==> src/rtl/tqvp_prism_evt.sv <==
// PRISM peripheral wrapper for the TinyQV bus: core control bits, extra-input register,
// edge-detecting interrupt sources and a timestamped event FIFO drained over the bus.
module tqvp_prism_evt #(
  parameter int NUM_SRC    = 8,
  parameter int FIFO_DEPTH = 4,
  parameter int TS_WIDTH   = 16,
  parameter int EXTRA_W    = 9
) (
  input  logic               clk,
  input  logic               rst,
  input  logic [NUM_SRC-1:0] src_in,
  output logic               core_enable,
  output logic               core_reset,
  output logic [EXTRA_W-1:0] extra_out,
  input  logic [5:0]         address,
  input  logic [31:0]        data_in,
  input  logic [1:0]         data_write_n,
  input  logic [1:0]         data_read_n,
  output logic [31:0]        data_out,
  output logic               data_ready,
  output logic               user_interrupt
);
  localparam int PTR_W = $clog2(FIFO_DEPTH);
  localparam int CNT_W = 5;

  localparam logic [5:0] A_CTRL   = 6'h00;
  localparam logic [5:0] A_MASK   = 6'h04;
  localparam logic [5:0] A_PEND   = 6'h08;
  localparam logic [5:0] A_MODE   = 6'h0C;
  localparam logic [5:0] A_FIFO   = 6'h10;
  localparam logic [5:0] A_STATUS = 6'h14;
  localparam logic [5:0] A_EXTRA  = 6'h18;
  localparam logic [5:0] A_TS     = 6'h1C;

  logic                 r_core_enable, r_core_reset, r_fifo_en, r_irq, r_overflow;
  logic [NUM_SRC-1:0]   r_src_prev, r_pending, r_mask;
  logic [2*NUM_SRC-1:0] r_mode;
  logic [EXTRA_W-1:0]   r_extra;
  logic [TS_WIDTH-1:0]  r_ts;
  logic [PTR_W-1:0]     r_wr_ptr, r_rd_ptr;
  logic [CNT_W-1:0]     r_count;
  logic [31:0]          r_mem [FIFO_DEPTH];

  logic               w_wr, w_rd, w_wr_ctrl, w_wr_pend, w_wr_status, w_ts_clr;
  logic               w_full, w_empty, w_push, w_pop, w_push_ok, w_ovf_set, w_multi;
  logic [NUM_SRC-1:0] w_edge, w_pend_clr;
  logic [3:0]         w_idx;
  logic [31:0]        w_entry;
  logic               w_unused;

  assign w_wr        = (data_write_n == 2'b10);
  assign w_rd        = (data_read_n != 2'b11);
  assign w_wr_ctrl   = w_wr && (address == A_CTRL);
  assign w_wr_pend   = w_wr && (address == A_PEND);
  assign w_wr_status = w_wr && (address == A_STATUS);
  assign w_ts_clr    = w_wr_ctrl && data_in[1];
  assign w_unused    = &{1'b0, data_in};

  // NOTE: every variable gets a default before the loops so no latch can be inferred.
  always_comb begin
    w_edge = '0;
    w_idx  = '0;
    for (int i = 0; i < NUM_SRC; i++) begin
      w_edge[i] = (r_mode[2*i]   &  src_in[i] & ~r_src_prev[i]) |
                  (r_mode[2*i+1] & ~src_in[i] &  r_src_prev[i]);
    end
    for (int i = NUM_SRC - 1; i >= 0; i--) begin
      if (w_edge[i]) w_idx = 4'(i);
    end
  end

  // More than one bit set means another source edged alongside the lowest one.
  assign w_multi    = |(w_edge & (w_edge - NUM_SRC'(1)));
  assign w_entry    = {1'b1, 1'b0, w_multi, 1'b0, w_idx, 24'(r_ts)};
  assign w_full     = (r_count == CNT_W'(FIFO_DEPTH));
  assign w_empty    = (r_count == '0);
  assign w_push     = r_fifo_en && (|w_edge);
  assign w_pop      = w_rd && (address == A_FIFO) && !w_empty;
  assign w_push_ok  = w_push && (!w_full || w_pop);
  assign w_ovf_set  = w_push && w_full && !w_pop;
  assign w_pend_clr = (w_wr_ctrl && data_in[31]) ? '1 :
                      (w_wr_pend ? data_in[NUM_SRC-1:0] : '0);

  // NOTE: sequential state uses non-blocking assignments so every register sees pre-edge values.
  always_ff @(posedge clk) begin
    if (rst) begin
      r_core_enable <= 1'b0;
      r_core_reset  <= 1'b0;
      r_fifo_en     <= 1'b0;
      r_irq         <= 1'b0;
      r_overflow    <= 1'b0;
      r_src_prev    <= src_in;
      r_pending     <= '0;
      r_mask        <= '0;
      r_mode        <= '0;
      r_extra       <= '0;
      r_ts          <= '0;
      r_wr_ptr      <= '0;
      r_rd_ptr      <= '0;
      r_count       <= '0;
    end else begin
      r_src_prev <= src_in;
      r_irq      <= |(r_pending & r_mask);
      r_pending  <= (r_pending & ~w_pend_clr) | w_edge;
      r_ts       <= w_ts_clr ? '0 : r_ts + TS_WIDTH'(1);
      if (w_wr_ctrl) begin
        r_core_reset  <= data_in[30];
        r_core_enable <= data_in[29];
        r_fifo_en     <= data_in[0];
      end
      if (w_wr && address == A_MASK)  r_mask  <= data_in[NUM_SRC-1:0];
      if (w_wr && address == A_MODE)  r_mode  <= data_in[2*NUM_SRC-1:0];
      if (w_wr && address == A_EXTRA) r_extra <= data_in[EXTRA_W-1:0];
      if (w_ovf_set)                          r_overflow <= 1'b1;
      else if (w_wr_status && data_in[10])    r_overflow <= 1'b0;
      if (w_push_ok) r_wr_ptr <= r_wr_ptr + PTR_W'(1);
      if (w_pop)     r_rd_ptr <= r_rd_ptr + PTR_W'(1);
      r_count <= r_count + CNT_W'(w_push_ok) - CNT_W'(w_pop);
    end
  end

  // NOTE: storage is left unreset; the pointers and count define what is valid.
  always_ff @(posedge clk) begin
    if (!rst && w_push_ok) r_mem[r_wr_ptr] <= w_entry;
  end

  always_comb begin
    data_out = '0;
    case (address)
      A_CTRL:   data_out = {r_irq, r_core_reset, r_core_enable, 28'b0, r_fifo_en};
      A_MASK:   data_out = 32'(r_mask);
      A_PEND:   data_out = 32'(r_pending);
      A_MODE:   data_out = 32'(r_mode);
      A_FIFO:   data_out = w_empty ? 32'b0 : r_mem[r_rd_ptr];
      A_STATUS: data_out = {21'b0, r_overflow, w_empty, w_full, 3'b0, r_count};
      A_EXTRA:  data_out = 32'(r_extra);
      A_TS:     data_out = 32'(r_ts);
      default:  data_out = '0;
    endcase
  end

  assign core_enable    = r_core_enable;
  assign core_reset     = r_core_reset;
  assign extra_out      = r_extra;
  assign data_ready     = 1'b1;
  assign user_interrupt = r_irq;
endmodule

==> config.mk <==
export PLATFORM = sky130hd
export DESIGN_NAME = tqvp_prism_evt
export DESIGN_NICKNAME = d
export VERILOG_FILES = /design/src/rtl/tqvp_prism_evt.sv
export SDC_FILE = /design/constraint.sdc
export NUM_CORES = 1
export LEC_CHECK = 0
export ABC_AREA = 1
export CELL_PAD_IN_SITES_DETAIL_PLACEMENT = 1
export CELL_PAD_IN_SITES_GLOBAL_PLACEMENT = 2
export CORE_UTILIZATION = 30
export CTS_CLUSTER_DIAMETER = 200
export CTS_CLUSTER_SIZE = 12
export DETAILED_ROUTE_END_ITERATION = 10
export PLACE_DENSITY_LB_ADDON = 0.1
export SYNTH_ARGS = -nofsm -noshare
export SYNTH_HDL_FRONTEND = slang
export SYNTH_SLANG_ARGS = --single-unit
==> constraint.sdc <==
create_clock -name clk -period 3.97 [get_ports clk]
set_input_delay 0.397 -clock clk [delete_from_list [all_inputs] [get_ports clk]]
set_output_delay 0.397 -clock clk [all_outputs]
set_load 0.01 [all_outputs]
# Yosys cells after proc, flatten, opt, wreduce, memory -nomap -nowiden
# Memory sizes are Yosys's and may differ from the RTL's. A register that Yosys moved wholly into a read port is not among the register bits.
# Cells that the tools add are included.
op_classes:
  muxes: 18
  n_eq_ne: 10
  n_reduce_logical: 28
  addsub: 6
  bitwise_logic: 61
op_table:
  columns: ["cell", "count"]
  rows:
  - ["32-bit one-hot mux with 8 select lines", 1]
  - ["1-bit bitwise AND", 32]
  - ["32-bit two-way mux", 1]
  - ["8-bit bitwise AND", 3]
  - ["6-bit by 5-bit == test with 1-bit output (second input constant)", 4]
  - ["4-bit two-way mux", 6]
  - ["8-bit OR reduction", 3]
  - ["16-bit by 1-bit adder with 16-bit output (second input constant)", 1]
  - ["1-bit logical AND", 16]
  - ["8-bit two-way mux", 2]
  - ["1-bit inverter", 16]
  - ["6-bit by 4-bit == test with 1-bit output (second input constant)", 2]
  - ["8-bit inverter", 1]
  - ["1-bit OR", 8]
  - ["8-bit OR", 1]
  - ["8-bit by 1-bit subtractor with 8-bit output (second input constant)", 1]
  - ["6-bit by 3-bit == test with 1-bit output (second input constant)", 1]
  - ["6-bit logical NOT", 1]
  - ["3-bit two-way mux", 2]
  - ["5-bit by 1-bit adder with 5-bit output", 1]
  - ["5-bit by 3-bit == test with 1-bit output (second input constant)", 1]
  - ["5-bit logical NOT", 1]
  - ["5-bit by 1-bit subtractor with 5-bit output", 1]
  - ["2-bit by 1-bit adder with 2-bit output (second input constant)", 2]
  - ["8 further kinds", 15]
word_totals:
  input_bits: 52
  register_bits: 79
  ram_bits: 84
  output_inout_bits: 45
  word_cells: 138
  n_memories: 1
mem_list:
  columns: ["memory", "words", "width", "rd", "rd_ports_with_merged_regs", "wr", "line_no", "source"]
  rows:
  - ["r_mem", 4, 21, 1, 1, 1, "42", "logic [31:0] r_mem [FIFO_DEPTH];"]

# Depth between registers and ports, before layout
depth:
  word_depth: 12
  ltp_mapped: 16
  depth_no_buf: 16

# Least setup slack after synthesis
# No wires, ideal clock.
synth_path:
  path_type: "input port to flip-flop"
  from: "input port address[1]"
  to: "memory r_mem[0][0] in the netlist's numbering (enable)"
  arrival_time_ns: 2.064
  path_stages: 7
  slack_ns: 1.510
  setup_ns: 0.397
  t_required_ns: 3.573
  n_path_buf: 0
  cell_sequence: "nor2_1 -> nand2_1 -> nor2_1 -> nand3_1 -> nand2_1 -> nand4_1 -> nor2_1"
synth_via:
  elab_chain_len: 8
synth_lines:
  columns: ["item", "line_no", "source"]
  rows:
  - ["start: declaration", "15", "input logic [5:0] address,"]
  - ["6-bit by 5-bit == test with 1-bit output", "78", "assign w_pop = w_rd && (address == A_FIFO) && !w_empty;"]
  - ["1-bit logical AND (2 in a row)", "78", null]
  - ["1-bit logical OR", "79", "assign w_push_ok = w_push && (!w_full || w_pop);"]
  - ["1-bit logical AND", "79", null]
  - ["1-bit logical AND", "124", "if (!rst && w_push_ok) r_mem[r_wr_ptr] <= w_entry;"]
  - ["1-bit two-way mux", "124", null]
  - ["1-bit two-way mux (not written as such)", "124", null]
  - ["end: declaration", "42", null]
# Every way passes these cells.

==> run metrics <==
status=completed; final core utilization=0.3759; post-CTS setup buffer count=0; Post-CTS Hold Buffers=0; Worst-Margin Slew=just over 0.7 ns; count of final setup violators=0; Tot Pwr=0.003520 W; top-area cell type share of the netlist area=0.3359; worst hold slack=between 0.4 and 0.5 ns; CTS Buf Count=17; routability cong.=between 0.8 and 0.9; synthesis-stage register bit count=approximately 160; worst path required time=roughly 3.6 ns; Clock Tree Root=clkbuf_16; fin crit period=between 3 and 4 ns; Slew Limit Headroom=0.5255; sequential area share after synthesis=0.5626; die height=about 160 µm; Initial DRC Count=319; R2R setup slack=between 1 and 1.5 ns; Hold Crit Depth=1; die area=24,460 µm²; Pleak=roughly 3.4 nW; Filler cells=2,778; most common cell after layout, fill and taps aside=nand2_1; R2R Path End=r_count[4]; post-route ant nets=0; Final Hold Fails=0; detailed-router iteration count before antenna repair=5; initial core utilization=0.3056; # resized after CTS=0; first-pass GRT wire length=about 36 mm; WHS Endpoint=r_src_prev[3]; Final Net Count=around 970; clock buffer depth=2; WS Path Type=flop to output pin; area delta synth->final=22.99%; max-cap violations=0; prevailing post-synth register cell=dfxtp_1; Top Ports=97; share of post-route cells with drive strength above 1=0.06995; DRC Markers=0; clk sinks=161; H-tree depth=4; Final TNS setup=0 ns; worst skew pair latency=roughly 0.43 ns; mapped cell area=7152 µm²; ys async rst share=0; number of port buffers=roughly 70; area leader, netlist=edfxtp_1; Worst EP arrival=approximately 2.9 ns; Avg WL per Cell=roughly 19 µm; reg2reg start=r_count[3]; Yosys cell types=43; Max Transition Viols Final=0; initial antenna violation count=1; Hold Path Class=input port to flop; maximum clock frequency=0.3006 GHz; number of global-route vias before repair=a little over 6,000; via count=just under 6,000; Ant. Diodes=0; most frequent cells in the layout=nand2_1 (162), nor2_1 (132), dfxtp_1 (81), edfxtp_1 (80), inv_1 (78); maximum VDD drop=between 0.2 and 0.25 mV; post-route cell area=roughly 8800 µm²; Worst setup EP type=output pin; Avg Cell Area, Syn=~8.7 µm²; global route overflow=0; cells after synthesis=821; Total Routing Usage GR=0.2034; Worst Path Max Fanout=29; drt via density=~4.8; CTS tree=done; top post-synthesis cells by area=edfxtp_1 (34%), dfxtp_1 (23%), nand2_1 (8.5%); clock transition at the registers of the reported paths=about 0.070 ns; largest net degree at the start of global routing=between 40 and 50; Chip Width=between 150 and 200 µm; crit share post-route=0.8379; core area=23,400 µm²; hpwl dp=16.98 mm; EDFF count, synth=80; Worst R2R Path Depth=14; hold wc startpoint=src_in[3]; synth warn=0; Cell Area, Placed=between 8000 and 9000 µm²; skew final=about 0.014 ns; drt total wl=between 20 and 25 mm; row count=56; Setup crit start kind=flop; RSZ-0062 raised after global routing=false; pwr dens=roughly 400 nW/µm²
[synth_stat cells, types with 3 or more instances]
cell      count
buf_4        13
clkbuf_1     15
a22oi_1      16
inv_1        77
nand2_1     162
o21ai_1       4
ha_1         10
nand3_1      32
a21oi_1      47
buf_2         7
nor3_1        8
o21ai_0      71
nand4_1       9
nor2_1      132
o22ai_1      13
dfxtp_1      81
a211oi_1      3
nor2_2        6
xor2_1        3
edfxtp_1     80
[worst max-delay path: stages, from the launching register on]
cell             delay, ns
dfxtp_1               0.34
inv_1                 0.32
buf_4                 0.39
nand2_1               0.10
and3_1                0.17
nor3_1                0.39
nor2_1                0.12
nand4_1               0.11
clkdlybuf4s50_1       0.55
[layout make-up]
type / count / area (µm²) / share of cell area
clock buffer: 19 / 464.2 / 0.05277
multi-input combinational: 553 / 2659 / 0.3023
clock inverter: 13 / 98.84 / 0.01124
inverter: 80 / 302.8 / 0.03442
timing repair buffer: 89 / 848.3 / 0.09644
tap: 319 / 399.1 / 0.04538
sequential: 161 / 4024 / 0.4575
[sequential cells by signal (all words and copies together) (netlist names), named ones only]
name / cells
core_enable: 1
core_reset: 1
extra_out: 9
r_count: 5
r_fifo_en: 1
r_mask: 8
r_mem: 80
r_mode: 16
r_overflow: 1
r_pending: 8
r_rd_ptr: 2
r_src_prev: 8
r_ts: 16
r_wr_ptr: 2
user_interrupt: 1
[metrics by stage]
step	setup WS [ns]	cells
after global placement	0.6279	1202
after global routing	0.4261	1234
after floorplan	1.510	830
after detailed placement	0.5858	1202
final	0.6434	1234
after CTS	0.6045	1234
[logic make-up (layout without fill, tap and decap cells)]
kind of cell               count (synthesis)  in the layout  share of synthesized area
AOI/OAI and AO/OA                        166            166                     0.1302
xor gates and xnor gates                   5              5                   0.006124
adders and majority gates                 11             11                    0.02029
buffers and inverters                    116            201                    0.07033
DFF                                      161            161                     0.5626
other                                      2             11                   0.001050
and+or+nand+nor                          360            360                     0.2094
[how the worst max path moves through the flow]
stage	start	to	slack, ns	depth (start not counted)
final	flop	data_out[1]	0.64	8
after detailed placement	src_in[5]	r_count[4]	0.59	15
after global routing	flop	data_out[1]	0.43	8
after global placement	src_in[5]	r_count[4]	0.63	16
after floorplan	address[1]	r_mem[0][0]	1.51	7
after CTS	flop	data_out[1]	0.60	8
[report_power, final]
group / internal, W / switching, W
clock: 0.000866 / 0.000737
sequential: 0.00175 / 0.0000167
combinational: 0.0000617 / 0.0000890
[per-layer routing]
metal  GRT usage  up-vias  wire, µm
met5           0        -        16
met4     0.05836        2       370
met3     0.03489       29       965
met2      0.3582      127     11800
met1      0.2537     2912     10450
li1            -     2887         -
Note: power is estimated with default switching activity, not from simulation.
